==> config.mk <==
export PLATFORM = sky130hd
export DESIGN_NAME = axis_step_driver
export DESIGN_NICKNAME = d
export VERILOG_FILES = /design/src/rtl/axis_step_driver_pkg.sv /design/src/rtl/axis_step_channel.sv /design/src/rtl/axis_step_driver.sv
export SDC_FILE = /design/constraint.sdc
export NUM_CORES = 1
export LEC_CHECK = 0
export ABC_AREA = 1
export CAP_MARGIN = 20
export CORE_MARGIN = 2
export CORE_UTILIZATION = 48
export CTS_BUF_LIST = sky130_fd_sc_hd__clkbuf_16
export DETAILED_ROUTE_END_ITERATION = 12
export HOLD_SLACK_MARGIN = 0.08
export PLACE_DENSITY = 0.78
export SLEW_MARGIN = 10
export SYNTH_ARGS = -nofsm -noshare
export SYNTH_HDL_FRONTEND = slang
export SYNTH_SLANG_ARGS = --single-unit
==> constraint.sdc <==
create_clock -name clk -period 4.7 [get_ports clk]
set_clock_uncertainty 0.2 [all_clocks]
set_input_delay 0.94 -clock clk [delete_from_list [all_inputs] [get_ports clk]]
set_output_delay 0.94 -clock clk [all_outputs]
set_load 0.03 [all_outputs]
==> src/rtl/axis_step_driver_pkg.sv <==
// Shared types and default timing constants for the two-axis step driver.
package axis_step_driver_pkg;

  typedef enum logic [1:0] {
    CH_IDLE  = 2'd0,
    CH_SETUP = 2'd1,
    CH_HIGH  = 2'd2,
    CH_LOW   = 2'd3
  } ch_state_e;

  localparam int DEF_PULSE_W    = 4;
  localparam int DEF_DIR_SETUP  = 2;
  localparam int DEF_FIFO_DEPTH = 4;

endpackage

==> src/rtl/axis_step_channel.sv <==
// One axis: request edge detect, pending-direction queue, pulse FSM, position.
//
// state    | meaning
// CH_IDLE  | nothing in flight; pops the queue when non-empty
// CH_SETUP | direction just changed; holding dir stable before step rises
// CH_HIGH  | step output high for PULSE_W cycles
// CH_LOW   | step output low for PULSE_W cycles; pops directly if more queued
module axis_step_channel
  import axis_step_driver_pkg::*;
#(
  parameter int PULSE_W    = DEF_PULSE_W,
  parameter int DIR_SETUP  = DEF_DIR_SETUP,
  parameter int FIFO_DEPTH = DEF_FIFO_DEPTH
) (
  input  logic        clk,
  input  logic        reset,
  input  logic        req_p_i,
  input  logic        req_m_i,
  output logic        step_o,
  output logic        dir_o,
  output logic [31:0] pos_o,
  output logic        busy_o,
  output logic        ovf_o,
  output logic        err_o
);

  localparam int PTR_W = $clog2(FIFO_DEPTH);
  localparam int CNT_W = PTR_W + 1;

  logic                  req_p_q, req_m_q;
  logic [FIFO_DEPTH-1:0] fifo_q;
  logic [PTR_W-1:0]      wr_ptr_q, rd_ptr_q;
  logic [CNT_W-1:0]      count_q, count_d;
  ch_state_e             state_q, state_d;
  logic [7:0]            cnt_q, cnt_d;
  logic                  step_q, step_d;
  logic                  dir_q, dir_d;
  logic [31:0]           pos_q, pos_d;
  logic                  ovf_q, err_q;

  logic rise_p, rise_m, push, accept, pop, launch, empty, full, head_dir;

  assign rise_p   = req_p_i & ~req_p_q;
  assign rise_m   = req_m_i & ~req_m_q;
  assign push     = rise_p ^ rise_m;
  assign empty    = (count_q == '0);
  assign full     = (count_q == CNT_W'(FIFO_DEPTH));
  assign head_dir = fifo_q[rd_ptr_q];
  // A full queue still takes a push when the same edge frees a slot.
  assign accept   = push & (~full | pop);

  // Queue occupancy next value.
  always_comb begin
    count_d = count_q;
    if (accept && !pop)      count_d = count_q + CNT_W'(1);
    else if (!accept && pop) count_d = count_q - CNT_W'(1);
  end

  // Channel FSM next state, step/dir/position and pop decision.
  always_comb begin
    state_d = state_q;
    cnt_d   = cnt_q;
    step_d  = step_q;
    dir_d   = dir_q;
    pos_d   = pos_q;
    launch  = 1'b0;
    pop     = 1'b0;
    case (state_q)
      CH_IDLE: launch = ~empty;
      CH_SETUP: begin
        if (cnt_q == 8'd0) begin
          state_d = CH_HIGH;
          step_d  = 1'b1;
          cnt_d   = 8'(PULSE_W - 1);
          pos_d   = dir_q ? pos_q + 32'd1 : pos_q - 32'd1;
        end else begin
          cnt_d = cnt_q - 8'd1;
        end
      end
      CH_HIGH: begin
        if (cnt_q == 8'd0) begin
          state_d = CH_LOW;
          step_d  = 1'b0;
          cnt_d   = 8'(PULSE_W - 1);
        end else begin
          cnt_d = cnt_q - 8'd1;
        end
      end
      CH_LOW: begin
        if (cnt_q == 8'd0) begin
          if (empty) state_d = CH_IDLE;
          else       launch  = 1'b1;
        end else begin
          cnt_d = cnt_q - 8'd1;
        end
      end
      default: state_d = CH_IDLE;
    endcase
    // Same direction steps immediately; a reversal first waits out the setup time.
    if (launch) begin
      pop = 1'b1;
      if (head_dir == dir_q) begin
        state_d = CH_HIGH;
        step_d  = 1'b1;
        cnt_d   = 8'(PULSE_W - 1);
        pos_d   = dir_q ? pos_q + 32'd1 : pos_q - 32'd1;
      end else begin
        state_d = CH_SETUP;
        step_d  = 1'b0;
        dir_d   = head_dir;
        cnt_d   = 8'(DIR_SETUP - 1);
      end
    end
  end

  // Request sampling, queue storage and sticky flags.
  always_ff @(posedge clk or posedge reset) begin
    if (reset) begin
      req_p_q  <= 1'b0;
      req_m_q  <= 1'b0;
      fifo_q   <= '0;
      wr_ptr_q <= '0;
      rd_ptr_q <= '0;
      count_q  <= '0;
      ovf_q    <= 1'b0;
      err_q    <= 1'b0;
    end else begin
      req_p_q <= req_p_i;
      req_m_q <= req_m_i;
      if (accept) begin
        fifo_q[wr_ptr_q] <= rise_p;
        wr_ptr_q         <= wr_ptr_q + PTR_W'(1);
      end
      if (pop) rd_ptr_q <= rd_ptr_q + PTR_W'(1);
      count_q <= count_d;
      if (push && !accept)    ovf_q <= 1'b1;
      if (rise_p && rise_m)   err_q <= 1'b1;
    end
  end

  // FSM state, step output, direction and position registers.
  always_ff @(posedge clk or posedge reset) begin
    if (reset) begin
      state_q <= CH_IDLE;
      cnt_q   <= 8'd0;
      step_q  <= 1'b0;
      dir_q   <= 1'b1;
      pos_q   <= 32'd0;
    end else begin
      state_q <= state_d;
      cnt_q   <= cnt_d;
      step_q  <= step_d;
      dir_q   <= dir_d;
      pos_q   <= pos_d;
    end
  end

  assign step_o = step_q;
  assign dir_o  = dir_q;
  assign pos_o  = pos_q;
  assign busy_o = ~empty | (state_q != CH_IDLE);
  assign ovf_o  = ovf_q;
  assign err_o  = err_q;

endmodule

==> src/rtl/axis_step_driver.sv <==
// Two-axis step/direction driver: independent X/Y channels plus move-level busy/done.
module axis_step_driver
  import axis_step_driver_pkg::*;
#(
  parameter int PULSE_W    = DEF_PULSE_W,
  parameter int DIR_SETUP  = DEF_DIR_SETUP,
  parameter int FIFO_DEPTH = DEF_FIFO_DEPTH
) (
  input  logic        clk,
  input  logic        reset,
  input  logic        ax,
  input  logic        fax,
  input  logic        ay,
  input  logic        fay,
  input  logic        start,
  output logic        step_x,
  output logic        step_y,
  output logic        dir_x,
  output logic        dir_y,
  output logic [31:0] pos_x,
  output logic [31:0] pos_y,
  output logic        busy,
  output logic        done,
  output logic        ovf,
  output logic        err
);

  logic busy_x, busy_y, ovf_x, ovf_y, err_x, err_y;
  logic busy_q;

  axis_step_channel #(
    .PULSE_W(PULSE_W), .DIR_SETUP(DIR_SETUP), .FIFO_DEPTH(FIFO_DEPTH)
  ) u_ch_x (
    .clk(clk), .reset(reset), .req_p_i(ax), .req_m_i(fax),
    .step_o(step_x), .dir_o(dir_x), .pos_o(pos_x),
    .busy_o(busy_x), .ovf_o(ovf_x), .err_o(err_x)
  );

  axis_step_channel #(
    .PULSE_W(PULSE_W), .DIR_SETUP(DIR_SETUP), .FIFO_DEPTH(FIFO_DEPTH)
  ) u_ch_y (
    .clk(clk), .reset(reset), .req_p_i(ay), .req_m_i(fay),
    .step_o(step_y), .dir_o(dir_y), .pos_o(pos_y),
    .busy_o(busy_y), .ovf_o(ovf_y), .err_o(err_y)
  );

  // start is a raw input, so busy is masked while reset is held.
  assign busy = ~reset & (start | busy_x | busy_y);
  assign ovf  = ovf_x | ovf_y;
  assign err  = err_x | err_y;

  // Remember last-cycle busy so the falling edge can be flagged once.
  always_ff @(posedge clk or posedge reset) begin
    if (reset) busy_q <= 1'b0;
    else       busy_q <= busy;
  end

  assign done = busy_q & ~busy;

endmodule

==> results.sh, run 1 <==
export IMPL_grt_pass1_vias=8798
export IMPL_cts_sinks=119
export IMPL_post_place_ws_ps=1020
export IMPL_antenna_diode_count=0
export IMPL_clk_pin_slew_ps=70
export IMPL_relSlewSlack_pct=51.3
export IMPL_place_congestion=0.955
export IMPL_dieArea_um2=21500
export IMPL_synth_seq_cells=119
export IMPL_chipWidth_um=147
export IMPL_dpl_cell_area_um2=10800
export IMPL_synth_top_flop_cell="dfrtp_1"
export IMPL_cp_common_cell="clkdlybuf4s50_1"
export IMPL_layout_nets=1643
export IMPL_cts_tree="done"
export IMPL_start_util_pct=48.7
export IMPL_layout_setup_ws_ps=1020
export IMPL_die_y_um=147
export IMPL_crit_chain="clkdlybuf4s50_1 -> nor4_1 -> a31oi_1 -> nor2_1 -> clkdlybuf4s50_1"
export IMPL_synth_edf_count=0
export IMPL_worstSetupPathType="in -> out"
export IMPL_post_drt_via_cell_ratio=5.10
export IMPL_final_common_cell="nand2_1"
export IMPL_first_pass_iters=6
export IMPL_port_buffers=78
export IMPL_grt_antenna_before_repair=0
export IMPL_drc=0
export IMPL_final_cell_mix="nand2_1, inv_1, dfrtp_1"
export IMPL_ctsHoldBuffers=0
export IMPL_yosys_area_top_type="dfrtp_1"
export IMPL_synth_nets=1555
export IMPL_finalHoldViolCount=0
export IMPL_period_minus_slack_ps=3680
export IMPL_cp_required_ps=3560
export IMPL_cts_buffer_depth=2
export IMPL_grt_pass1_wl_um=40600
export IMPL_fillers=1917
export IMPL_grt_usage_pct=22.8
export IMPL_cts_buffers=17
export IMPL_startpoint_type="input port"
export IMPL_critPathBufInv=2
export IMPL_synth_seq_area_share_pct=30.5
export IMPL_overflow=0
export IMPL_cp_end_kind="primary output"
export IMPL_setup_viol=0
export IMPL_arrival_ps=2540
export IMPL_ys_warn_count=0
export IMPL_place_hpwl_um=17900
export IMPL_status="completed"
export IMPL_path_delay_family="buffers and inverters"
export IMPL_synth_top_area_share_pct=29.9
export IMPL_io_pins=79
export IMPL_coreArea_um2=20100
export IMPL_synthCells=1460
export IMPL_cts_setup_buffers=0
export IMPL_timing_final_crit_share_pct=78.4
export IMPL_wirelength_um=23600
export IMPL_synth_cell_types=40
export IMPL_max_cap_viol_count=0
export IMPL_async_reset_ff_share_pct=100
export IMPL_critPathMaxFanout=3
export IMPL_drive_gt1_share_pct=5.51
export IMPL_ant_nets=0
export IMPL_worst_pin_slew_ps=730
export IMPL_hold_ws_ps=261
export IMPL_final_cell_area_um2=11500
export IMPL_drt_iter0_markers=590
export IMPL_cp_slowest_stage_delay_ps=670
export IMPL_core_rowCount=52
export IMPL_worstHoldPathType="reg -> reg"
export IMPL_grt_max_degree=61
export IMPL_post_cts_resized=0
export IMPL_syn_area_um2=9790
export IMPL_critical_path_slowest_cell="clkdlybuf4s50_1"
export IMPL_clk_latency_ps=430
export IMPL_maxClockFrequency_mhz=271
export IMPL_htreeDepth=4
export IMPL_report_final_slew_viol_count=0
export IMPL_clock_root_buffer="clkbuf_16"
export IMPL_rsz0062_at_grt="no"
export IMPL_avgSynthCellArea_um2=6.70
export IMPL_vias=9340
export IMPL_wl_per_cell_um=12.9
export IMPL_setup_tns_ps=0
export IMPL_syn_to_final_growth_pct=17.0
export IMPL_yosys_top_cells_area="dfrtp_1, nand2_1, ha_1"
[metrics by stage]
| stage | cells | utilization [%] |
|---|---|---|
| 2_1_floorplan | 1460 | - |
| 3_3_place_gp | 1797 | 53.8 |
| 3_5_place_dp | 1797 | 53.8 |
| 4_1_cts | 1829 | 56.7 |
| 5_1_grt | 1831 | 57.0 |
| 6_report | 1831 | 57.0 |
[cells in the mapped netlist (2+ instances only)]
| cell | count |
|---|---|
| nand4_1 | 10 |
| inv_1 | 235 |
| inv_4 | 2 |
| o21ai_1 | 10 |
| buf_4 | 2 |
| inv_2 | 4 |
| o21ai_0 | 29 |
| nor2_2 | 2 |
| nand3_2 | 3 |
| or2_2 | 5 |
| a21oi_1 | 48 |
| nor3_1 | 13 |
| buf_6 | 7 |
| ha_1 | 84 |
| nor4_1 | 4 |
| a21o_1 | 2 |
| xnor2_1 | 30 |
| fa_1 | 4 |
| o21ai_2 | 22 |
| nand2_2 | 5 |
| dfstp_2 | 2 |
| dfrtp_1 | 117 |
| xor2_1 | 25 |
| nand2_4 | 2 |
| nand3b_1 | 9 |
| nand3_1 | 107 |
| buf_2 | 2 |
| o22ai_1 | 11 |
| o21bai_1 | 10 |
| and3_1 | 3 |
| nor2_1 | 108 |
| nand2_1 | 534 |
| o211ai_1 | 2 |
[cells by family (layout without fill, tap and decap cells)]
family	after synthesis	in the layout	synth area share [%]
simple gates	807	807	34.0
compound gates	137	137	8.59
xor+xnor	55	55	4.92
mux	1	1	0.115
fa+ha+maj	88	88	11.6
flops	119	119	30.5
buf+inv	253	354	10.4
[layout make-up]
class	count	area [um^2]	area share [%]
Multi-Input combinational cell	1088	5790	50.6
Sequential cell	119	2980	26.0
Inverter	241	912	7.96
Timing Repair Buffer	81	856	7.47
Clock buffer	17	425	3.71
Tap cell	270	338	2.95
Clock inverter	15	151	1.32
[worst paths after layout]
path	startpoint	end	slack (ps)	cells past startpoint
worst min register to register	u_ch_x.err_o	u_ch_x.err_o	260	1
worst max register to register	u_ch_y.cnt_q[0]	u_ch_y.count_q[2]	1470	16
max in group asynchronous	reset	u_ch_y.pos_o[12]	2650	3
worst min-delay path	u_ch_x.err_o	u_ch_x.err_o	260	1
min in group asynchronous	reset	u_ch_x.count_q[1]	820	2
worst max-delay path	start	done	1020	5
[state kept, by name (all words and copies together), names as in the netlist, 2 cells and up]
name / cells
u_ch_x.rd_ptr_q: 2
u_ch_x.cnt_q: 8
u_ch_y.rd_ptr_q: 2
u_ch_y.wr_ptr_q: 2
u_ch_y.pos_o: 32
u_ch_x.state_q: 2
u_ch_x.pos_o: 32
u_ch_x.count_q: 3
u_ch_y.state_q: 2
u_ch_y.fifo_q: 4
u_ch_y.cnt_q: 8
u_ch_y.count_q: 3
u_ch_x.wr_ptr_q: 2
u_ch_x.fifo_q: 4
[metal layers]
metal  vias to the layer above  track usage (%)  part of all wire [%]
met5                         -                0                     0
met4                         0             8.25                   2.4
met3                        44             3.01                   4.8
met2                       260             38.0                    47
met1                      4261             30.4                    46
li1                       4775                -                     -
Power of run 1 is not shown: default switching activity piles up to over one toggle a cycle in this logic, so the estimate is an artifact.
==> run 2, diff against run 1 <==
PLACE_DENSITY = 0.8   (was 0.78)
clock period = 3.2 ns   (was 4.7 ns; I/O delays follow)
==> results.sh, run 2 (synthesis results as in run 1) <==
export IMPL_post_drt_via_cell_ratio=5.04
export IMPL_maxClockFrequency_mhz=331
export IMPL_rsz0062_at_grt="yes"
export IMPL_place_hpwl_um=17500
export IMPL_hold_path_depth=1
export IMPL_setup_tns_ps=0
export IMPL_io_pins=79
export IMPL_final_common_cell="nand2_1"
export IMPL_fillers=1842
export IMPL_clk_latency_ps=420
export IMPL_drt_iter0_markers=607
export IMPL_ctsHoldBuffers=0
export IMPL_grt_antenna_before_repair=0
export IMPL_timing_final_crit_share_pct=94.5
export IMPL_die_y_um=147
export IMPL_reg2reg_to="u_ch_x.count_q[2]"
export IMPL_grt_max_degree=120
export IMPL_cts_buffers=17
export IMPL_grt_pass1_wl_um=39600
export IMPL_coreArea_um2=20100
export IMPL_overflow=0
export IMPL_drive_gt1_share_pct=6.00
export IMPL_start_util_pct=48.7
export IMPL_grt_pass1_vias=8757
export IMPL_cp_end_kind="primary output"
export IMPL_first_pass_iters=6
export IMPL_layout_nets=1649
export IMPL_drc=0
export IMPL_arrival_ps=2180
export IMPL_relSlewSlack_pct=57.9
export IMPL_final_cell_mix="nand2_1, inv_1, dfrtp_1"
export IMPL_r2r_slack_ps=210
export IMPL_holdPathEnd="u_ch_y.err_o"
export IMPL_worstHoldPathType="reg -> reg"
export IMPL_finalHoldViolCount=0
export IMPL_clk_pin_slew_ps=60
export IMPL_report_final_slew_viol_count=0
export IMPL_cts_sinks=119
export IMPL_utilization_pct=57.0
export IMPL_layout_setup_ws_ps=176
export IMPL_worstSetupPathType="reg -> out"
export IMPL_core_rowCount=52
export IMPL_htreeDepth=4
export IMPL_cts_buffer_depth=2
export IMPL_ant_nets=0
export IMPL_r2r_start="u_ch_x.cnt_q[0]"
export IMPL_startpoint_type="register"
export IMPL_chipWidth_um=147
export IMPL_cp_required_ps=2360
export IMPL_port_buffers=78
export IMPL_antenna_diode_count=0
export IMPL_worst_pin_slew_ps=632
export IMPL_period_minus_slack_ps=3020
export IMPL_critPathMaxFanout=4
export IMPL_clock_root_buffer="clkbuf_16"
export IMPL_wl_per_cell_um=12.6
export IMPL_place_congestion=0.956
export IMPL_grt_usage_pct=22.2
export IMPL_setup_viol=0
export IMPL_wirelength_um=23200
export IMPL_max_cap_viol_count=0
export IMPL_post_place_ws_ps=114
export IMPL_vias=9257
export IMPL_cts_tree="done"
export IMPL_status="completed"
export IMPL_dieArea_um2=21500
export IMPL_hp_start="u_ch_y.err_o"
export IMPL_syn_to_final_growth_pct=17.1
export IMPL_reg2reg_depth=16
run 2: worst max-delay path, stage by stage, from the launching register on:
cell	delay, ps
dfrtp_1	420
inv_1	120
ha_1	160
inv_1	120
nor4_1	280
a31oi_1	150
nor2_1	100
dlygate4sd2_1	400
run 2: layer usage:
metal	share of wire (%)	wire length [um]	track usage, %
met5	0	0	0
met4	2.2	515	7.23
met3	4.7	1100	4.01
met2	47	10900	37.6
met1	46	10600	28.9
run 2: area by class of cell:
type                    instances  area, um^2  area share [%]
clock inverters                15         119            1.04
inverters                     241         913            7.97
well taps                     270         338            2.95
multi-input cells            1088        5820            50.7
flip-flops and latches        119        2980            26.0
clock buffers                  17         425            3.71
repair buffers                 87         871            7.60
run 2: worst max-delay path by stage:
stage | from | cells past startpoint | endpoint | slack [ps]
after floorplan | u_ch_y.cnt_q[0] | 16 | u_ch_y.count_q[2] | 350
after global placement | start | 5 | done | 190
after detailed placement | u_ch_x.cnt_q[0] | 16 | u_ch_x.count_q[2] | 110
after CTS | u_ch_x.cnt_q[0] | 16 | u_ch_x.count_q[2] | 100
after global routing | u_ch_y.cnt_q[0] | 16 | u_ch_y.count_q[2] | -20
final | u_ch_y.state_q[0] | 7 | done | 180
run 2: what timing repair did:
| action | 4_1_cts | 5_1_grt |
|---|---|---|
| gates cloned | 0 | 0 |
| buffers inserted | 0 | 1 |
| endpoints found under the setup margin | 2 | 2 |
| pin swaps | 0 | 1 |
| gates resized for setup | 2 | 9 |
run 2: per-stage QoR:
step	hold slack [ps]	cell area [um^2]	cells
after detailed placement	245	10900	1804
after global routing	291	11500	1837
after floorplan	222	9790	1460
final	260	11500	1837
after CTS	259	11400	1836
after global placement	240	10900	1804
Power of run 2 is left out for the same reason.
